## src/rtl/doa_peak_search.sv

```systemverilog
// Angle-scan controller for the ULA DOA chain: drives one (angle, snapshot) request at a time
// into the power stage, sums the returned powers per angle and tracks the strict arg-max.
module doa_peak_search #(
  parameter int PWR_W    = 71,
  parameter int N_ANGLES = 181,
  parameter int ANGLE_W  = 8,
  parameter int N_SNAP   = 64,
  parameter int SNAP_W   = 6,
  parameter int ACC_W    = PWR_W + SNAP_W
) (
  input  logic               clk,
  input  logic               rst_n,
  input  logic               start,
  output logic               req_valid,
  input  logic               req_ready,
  output logic [ANGLE_W-1:0] req_angle,
  output logic [SNAP_W-1:0]  req_snap,
  input  logic               pwr_valid,
  input  logic [PWR_W-1:0]   pwr_in,
  output logic               busy,
  output logic               done,
  output logic [ANGLE_W-1:0] best_angle,
  output logic [ACC_W-1:0]   best_power
);

  localparam logic [ANGLE_W-1:0] LAST_ANGLE = ANGLE_W'(N_ANGLES - 1);
  localparam logic [SNAP_W-1:0]  LAST_SNAP  = SNAP_W'(N_SNAP - 1);

  typedef enum logic [2:0] {
    S_IDLE = 3'd0,
    S_REQ  = 3'd1,
    S_WAIT = 3'd2,
    S_CMP  = 3'd3,
    S_DONE = 3'd4
  } state_t;

  state_t             state;
  logic [ACC_W-1:0]   acc;
  logic [ACC_W-1:0]   run_best;
  logic [ANGLE_W-1:0] angle;
  logic [ANGLE_W-1:0] run_angle;
  logic [SNAP_W-1:0]  snap;

  logic               new_best;
  logic [ANGLE_W-1:0] cand_angle;
  logic [ACC_W-1:0]   cand_power;

  assign req_angle = angle;
  assign req_snap  = snap;

  // Strict compare keeps the lowest angle on ties; cand_* is the running best including this angle,
  // so the final result can be published in the same edge that leaves CMP.
  always_comb begin
    new_best = (acc > run_best);
    if (new_best) begin
      cand_angle = angle;
      cand_power = acc;
    end else begin
      cand_angle = run_angle;
      cand_power = run_best;
    end
  end

  always_ff @(posedge clk or negedge rst_n) begin
    if (!rst_n) begin
      state      <= S_IDLE;
      acc        <= {ACC_W{1'b0}};
      run_best   <= {ACC_W{1'b0}};
      angle      <= {ANGLE_W{1'b0}};
      run_angle  <= {ANGLE_W{1'b0}};
      snap       <= {SNAP_W{1'b0}};
      req_valid  <= 1'b0;
      busy       <= 1'b0;
      done       <= 1'b0;
      best_angle <= {ANGLE_W{1'b0}};
      best_power <= {ACC_W{1'b0}};
    end else begin
      case (state)
        S_IDLE: begin
          done <= 1'b0;
          if (start) begin
            acc       <= {ACC_W{1'b0}};
            run_best  <= {ACC_W{1'b0}};
            angle     <= {ANGLE_W{1'b0}};
            run_angle <= {ANGLE_W{1'b0}};
            snap      <= {SNAP_W{1'b0}};
            busy      <= 1'b1;
            req_valid <= 1'b1;
            state     <= S_REQ;
          end else begin
            state <= S_IDLE;
          end
        end
        S_REQ: begin
          if (req_ready) begin
            req_valid <= 1'b0;
            state     <= S_WAIT;
          end else begin
            state <= S_REQ;
          end
        end
        S_WAIT: begin
          if (pwr_valid) begin
            acc <= acc + ACC_W'(pwr_in);
            if (snap == LAST_SNAP) begin
              state <= S_CMP;
            end else begin
              snap      <= snap + SNAP_W'(1);
              req_valid <= 1'b1;
              state     <= S_REQ;
            end
          end else begin
            state <= S_WAIT;
          end
        end
        S_CMP: begin
          run_best  <= cand_power;
          run_angle <= cand_angle;
          acc       <= {ACC_W{1'b0}};
          snap      <= {SNAP_W{1'b0}};
          if (angle == LAST_ANGLE) begin
            best_angle <= cand_angle;
            best_power <= cand_power;
            busy       <= 1'b0;
            done       <= 1'b1;
            state      <= S_DONE;
          end else begin
            angle     <= angle + ANGLE_W'(1);
            req_valid <= 1'b1;
            state     <= S_REQ;
          end
        end
        S_DONE: begin
          done  <= 1'b0;
          state <= S_IDLE;
        end
        default: begin
          req_valid <= 1'b0;
          busy      <= 1'b0;
          done      <= 1'b0;
          state     <= S_IDLE;
        end
      endcase
    end
  end

endmodule

```

## config.mk

```make
export PLATFORM = sky130hd
export DESIGN_NAME = doa_peak_search
export DESIGN_NICKNAME = d
export VERILOG_FILES = /design/src/rtl/doa_peak_search.sv
export SDC_FILE = /design/constraint.sdc
export NUM_CORES = 1
export LEC_CHECK = 0
export ABC_AREA = 1
export CORE_MARGIN = 5
export CORE_UTILIZATION = 55
export DETAILED_ROUTE_END_ITERATION = 12
export PLACE_DENSITY = 0.77
export SYNTH_ARGS = -nofsm -noshare
export SYNTH_HDL_FRONTEND = slang
export SYNTH_SLANG_ARGS = --single-unit
```

## constraint.sdc

```tcl
create_clock -name clk -period 3.3 [get_ports clk]
set_input_delay 0.66 -clock clk [delete_from_list [all_inputs] [get_ports clk]]
set_output_delay 0.66 -clock clk [all_outputs]
set_load 0.01 [all_outputs]
```

==> impl_results.html <==
<table>
<tr><th>Metric</th><th>Value</th></tr>
<tr><th colspan="2">Global route</th></tr>
<tr><td>Initial antenna violation count</td><td>1</td></tr>
<tr><td>Global Route met2 Usage</td><td>0.584</td></tr>
<tr><td>Global-route wire length before repair</td><td>115 mm</td></tr>
<tr><td>Total global-route track usage</td><td>0.349</td></tr>
<tr><td>Met1 Use GR</td><td>0.479</td></tr>
<tr><td>Maximum number of pins on one net before global-route repair</td><td>92</td></tr>
<tr><td>Vias in the first global route</td><td>21.3k</td></tr>
<tr><td>Gr busiest metal</td><td>met2</td></tr>
<tr><td>Overall overflow remaining after global route</td><td>0</td></tr>
<tr><td>Grt met3 use</td><td>0.0606</td></tr>
<tr><th colspan="2">Detailed routing</th></tr>
<tr><td>Final WL</td><td>72.5 mm</td></tr>
<tr><td>Vias after detailed routing</td><td>21.7k</td></tr>
<tr><td>Detailed-routing iteration count for the pre-antenna-repair pass</td><td>9</td></tr>
<tr><td>Routed WL per cell</td><td>18.7 µm</td></tr>
<tr><td>DRC violation count after routing</td><td>0</td></tr>
<tr><td>Drt via density</td><td>5.60</td></tr>
<tr><td>Initial drt markers</td><td>2088</td></tr>
<tr><td>Antenna viol nets, final</td><td>0</td></tr>
<tr><th colspan="2">Critical path</th></tr>
<tr><td>Highest net fanout along the worst path</td><td>44</td></tr>
<tr><td>Reg-to-reg critical path endpoint</td><td>run_best[42]</td></tr>
<tr><td>Crit path from</td><td>acc[71]</td></tr>
<tr><td>Count of cells along the worst register-to-register path</td><td>13</td></tr>
<tr><td>CP endpoint</td><td>run_best[42]</td></tr>
<tr><td>Data required time of the worst path</td><td>3.77 ns</td></tr>
<tr><td>Reg-to-reg setup timing slack</td><td>0.09 ns</td></tr>
<tr><td>Type of the worst setup path</td><td>flip-flop to flip-flop</td></tr>
<tr><td>CP arrival</td><td>3.69 ns</td></tr>
<tr><td>Launching point of the worst reg2reg path</td><td>acc[71]</td></tr>
<tr><td>Crit path launch type</td><td>flip-flop</td></tr>
<tr><td>CP Capture Type</td><td>flip-flop</td></tr>
<tr><th colspan="2">Clocking</th></tr>
<tr><td>Bufs on Longest Clock Path</td><td>3</td></tr>
<tr><td>Post-CTS resize count</td><td>0</td></tr>
<tr><td># Post-CTS Setup Buffers</td><td>0</td></tr>
<tr><td>CTS H-tree lvls</td><td>1</td></tr>
<tr><td>Clock slew at the register clock pins of the worst setup and hold paths</td><td>0.06 ns</td></tr>
<tr><td>Clock tree from TritonCTS</td><td>yes</td></tr>
<tr><td>Later-pin clock latency in the skew report</td><td>0.60 ns</td></tr>
<tr><td>TritonCTS Buffers</td><td>31</td></tr>
<tr><td>Sink Count</td><td>267</td></tr>
<tr><td>Number of hold buffers added after cts</td><td>0</td></tr>
<tr><td>Cell chosen for the clock root</td><td>sky130_fd_sc_hd__clkbuf_16</td></tr>
<tr><th colspan="2">Placed design</th></tr>
<tr><td>RD Place Congestion</td><td>1.00</td></tr>
<tr><td>Estimated wirelength of the detail-placed design</td><td>55.1 mm</td></tr>
<tr><td>Worst Setup Slack post-DPL</td><td>-0.0700 ns</td></tr>
<tr><td>Count of buffers inserted at the top-level ports</td><td>177</td></tr>
<tr><th colspan="2">STA</th></tr>
<tr><td>RSZ-0062 raised after global routing</td><td>false</td></tr>
<tr><td>Worst clock skew on the final layout</td><td>0.0168 ns</td></tr>
<tr><td>Maximum frequency from static timing analysis</td><td>311 MHz</td></tr>
<tr><td>Worst relative slew slack</td><td>0.256</td></tr>
<tr><td>Final worst setup slack</td><td>0.0863 ns</td></tr>
<tr><td>Transition time of the tightest slew-check pin</td><td>1.12 ns</td></tr>
<tr><td>Finish-stage setup viols</td><td>0</td></tr>
<tr><td>Min Tclk post-route</td><td>3.21 ns</td></tr>
<tr><td>Period utilisation layout</td><td>0.974</td></tr>
<tr><td>Count of final hold-check violations</td><td>0</td></tr>
<tr><td>Slew Limit Fails</td><td>0</td></tr>
<tr><th colspan="2">Floorplan</th></tr>
<tr><td>DIE WIDTH</td><td>201 µm</td></tr>
<tr><td>Number of rows created at floorplan</td><td>70</td></tr>
<tr><td>Core ar.</td><td>36400 µm²</td></tr>
<tr><td>Number of ports placed on the die boundary</td><td>178</td></tr>
<tr><td>Starting Density</td><td>0.553</td></tr>
<tr><td>Height of the chip</td><td>201 µm</td></tr>
<tr><td>Overall die area</td><td>40600 µm²</td></tr>
<tr><th colspan="2">Synthesis</th></tr>
<tr><td>Flop and latch count out of synthesis</td><td>267</td></tr>
<tr><td>Synthesized area divided by synthesized cell count</td><td>6.42 µm²</td></tr>
<tr><td>Flip-flop cell with the highest count after synthesis</td><td>sky130_fd_sc_hd__dfrtp_1</td></tr>
<tr><td>Post-synthesis cell type with the largest combined area</td><td>sky130_fd_sc_hd__dfrtp_1</td></tr>
<tr><td>YS warnings</td><td>0</td></tr>
<tr><td>Post-synthesis cell count</td><td>3140</td></tr>
<tr><td>Number of flops mapped to enable cells by yosys</td><td>0</td></tr>
<tr><td>Cell variety after synth</td><td>41</td></tr>
<tr><td>Cell types with the largest area share after synthesis</td><td>sky130_fd_sc_hd__dfrtp_1 33%, sky130_fd_sc_hd__nand2_1 22%, sky130_fd_sc_hd__ha_1 9.4%</td></tr>
<tr><td>Proportion of synthesized chip area in sequential cells</td><td>0.331</td></tr>
<tr><td>Async set-or-reset flop fraction in the synthesized netlist</td><td>1.00</td></tr>
<tr><td>Synth top area share</td><td>0.331</td></tr>
<tr><td>Post-Syn Nets</td><td>3368</td></tr>
<tr><td>Combined area of all synthesized cells</td><td>20200 µm²</td></tr>
<tr><th colspan="2">Layout</th></tr>
<tr><td>Count of filler cells inserted in the layout</td><td>3177</td></tr>
<tr><td>Commonest non-fill, non-tap cell in the layout</td><td>sky130_fd_sc_hd__nand2_1</td></tr>
<tr><td>Number of nets in the final layout</td><td>3608</td></tr>
<tr><td>Top library cells by usage in the layout, fill and taps aside</td><td>1169 x sky130_fd_sc_hd__nand2_1, 488 x sky130_fd_sc_hd__inv_1, 339 x sky130_fd_sc_hd__nand3_1, 267 x sky130_fd_sc_hd__dfrtp_1, 231 x sky130_fd_sc_hd__nor2_1</td></tr>
<tr><td>Layout cells sized above 1</td><td>0.0588</td></tr>
<tr><td>Area delta synth-&gt;final</td><td>19.8%</td></tr>
<tr><th colspan="2">Outcome</th></tr>
<tr><td>Status</td><td>finished clean</td></tr>
<tr><th colspan="2">Worst hold path</th></tr>
<tr><td>Min-Delay Path Class</td><td>input port to asynchronous set/reset pin</td></tr>
<tr><th colspan="2">Run</th></tr>
<tr><td>Number of max-capacitance violations reported</td><td>0</td></tr>
</table>
## registers in the layout (all words and copies together), names as in the netlist
| register | flops |
|---|---|
| req_valid | 1 |
| run_angle | 8 |
| state | 3 |
| run_best | 77 |
| best_power | 77 |
| req_angle | 8 |
| busy | 1 |
| done | 1 |
| acc | 77 |
| req_snap | 6 |
| best_angle | 8 |
## worst min-delay path by stage
stage                                 to  slack [ns]
after floorplan                   acc[0]        0.36
after global placement              done        0.46
after detailed placement            done        0.46
after CTS                 best_power[31]        0.09
after global routing      best_power[31]        0.10
final                     best_power[31]        0.06
## routing by layer
| metal | share of wire | up-vias |
|---|---|---|
| li1 | - | 10400 |
| met1 | 0.43 | 10200 |
| met2 | 0.46 | 1013 |
| met3 | 0.086 | 131 |
| met4 | 0.021 | 0 |
| met5 | 0 | - |
## cell usage after synthesis, types with 6 or more instances
master	count
sky130_fd_sc_hd__nand2_1	1170
sky130_fd_sc_hd__inv_1	488
sky130_fd_sc_hd__nand3_1	339
sky130_fd_sc_hd__dfrtp_1	267
sky130_fd_sc_hd__nor2_1	232
sky130_fd_sc_hd__a21oi_1	154
sky130_fd_sc_hd__ha_1	151
sky130_fd_sc_hd__o21ai_0	107
sky130_fd_sc_hd__clkbuf_1	43
sky130_fd_sc_hd__o22ai_1	23
sky130_fd_sc_hd__nor3_1	21
sky130_fd_sc_hd__buf_2	19
sky130_fd_sc_hd__nand4_1	16
sky130_fd_sc_hd__nand2_2	13
sky130_fd_sc_hd__o21bai_1	13
sky130_fd_sc_hd__nand3b_1	12
sky130_fd_sc_hd__nand2_4	11
sky130_fd_sc_hd__buf_6	10
sky130_fd_sc_hd__a21boi_0	6
sky130_fd_sc_hd__buf_1	6
## final cells by class
class	instances	area [µm²]	area share
Multi-Input combinational cell	2302	11200	0.465
Sequential cell	267	6680	0.277
Timing Repair Buffer	287	2730	0.113
Inverter	491	1840	0.0763
Clock buffer	39	846	0.0350
Tap cell	468	586	0.0242
Clock inverter	18	236	0.00979
Antenna cell	1	2.50	0.000104
## logic make-up after synthesis
kind of cell               count (synthesis)  synth area share
and+or+nand+nor                         1831             0.376
buffers and inverters                    571             0.113
AOI/OAI and AO/OA                        316            0.0837
DFF                                      267             0.331
adders and majority gates                152            0.0947
xor gates and xnor gates                   3           0.00130
## stage by stage
step	std cells	hold WS, ns	area, µm²	setup TNS [ns]	util
detailed placement	3815	0.463	23100	-0.194	0.633
CTS	3872	0.0938	24100	0	0.663
finish	3873	0.0624	24200	0	0.663
global placement	3815	0.461	23100	-0.0395	0.633
global route	3872	0.105	24100	0	0.663
floorplan	3140	0.364	20200	0	-
## critical path, stage by stage (launching register included)
cell	delay, ns
sky130_fd_sc_hd__dfrtp_1	0.46
sky130_fd_sc_hd__ha_1	0.32
sky130_fd_sc_hd__nand2_1	0.06
sky130_fd_sc_hd__nor2_1	0.16
sky130_fd_sc_hd__nand2_2	0.10
sky130_fd_sc_hd__nor2_2	0.24
sky130_fd_sc_hd__buf_4	0.16
sky130_fd_sc_hd__nand2_1	0.14
sky130_fd_sc_hd__or3_2	0.59
sky130_fd_sc_hd__nand2_4	0.16
sky130_fd_sc_hd__buf_12	0.30
sky130_fd_sc_hd__nand2_1	0.14
sky130_fd_sc_hd__nand3_1	0.10
sky130_fd_sc_hd__nand2_1	0.09
Power is left out: the tool's default activity adds up to more than one toggle a clock period on the data nets, which glitch-free logic cannot reach.
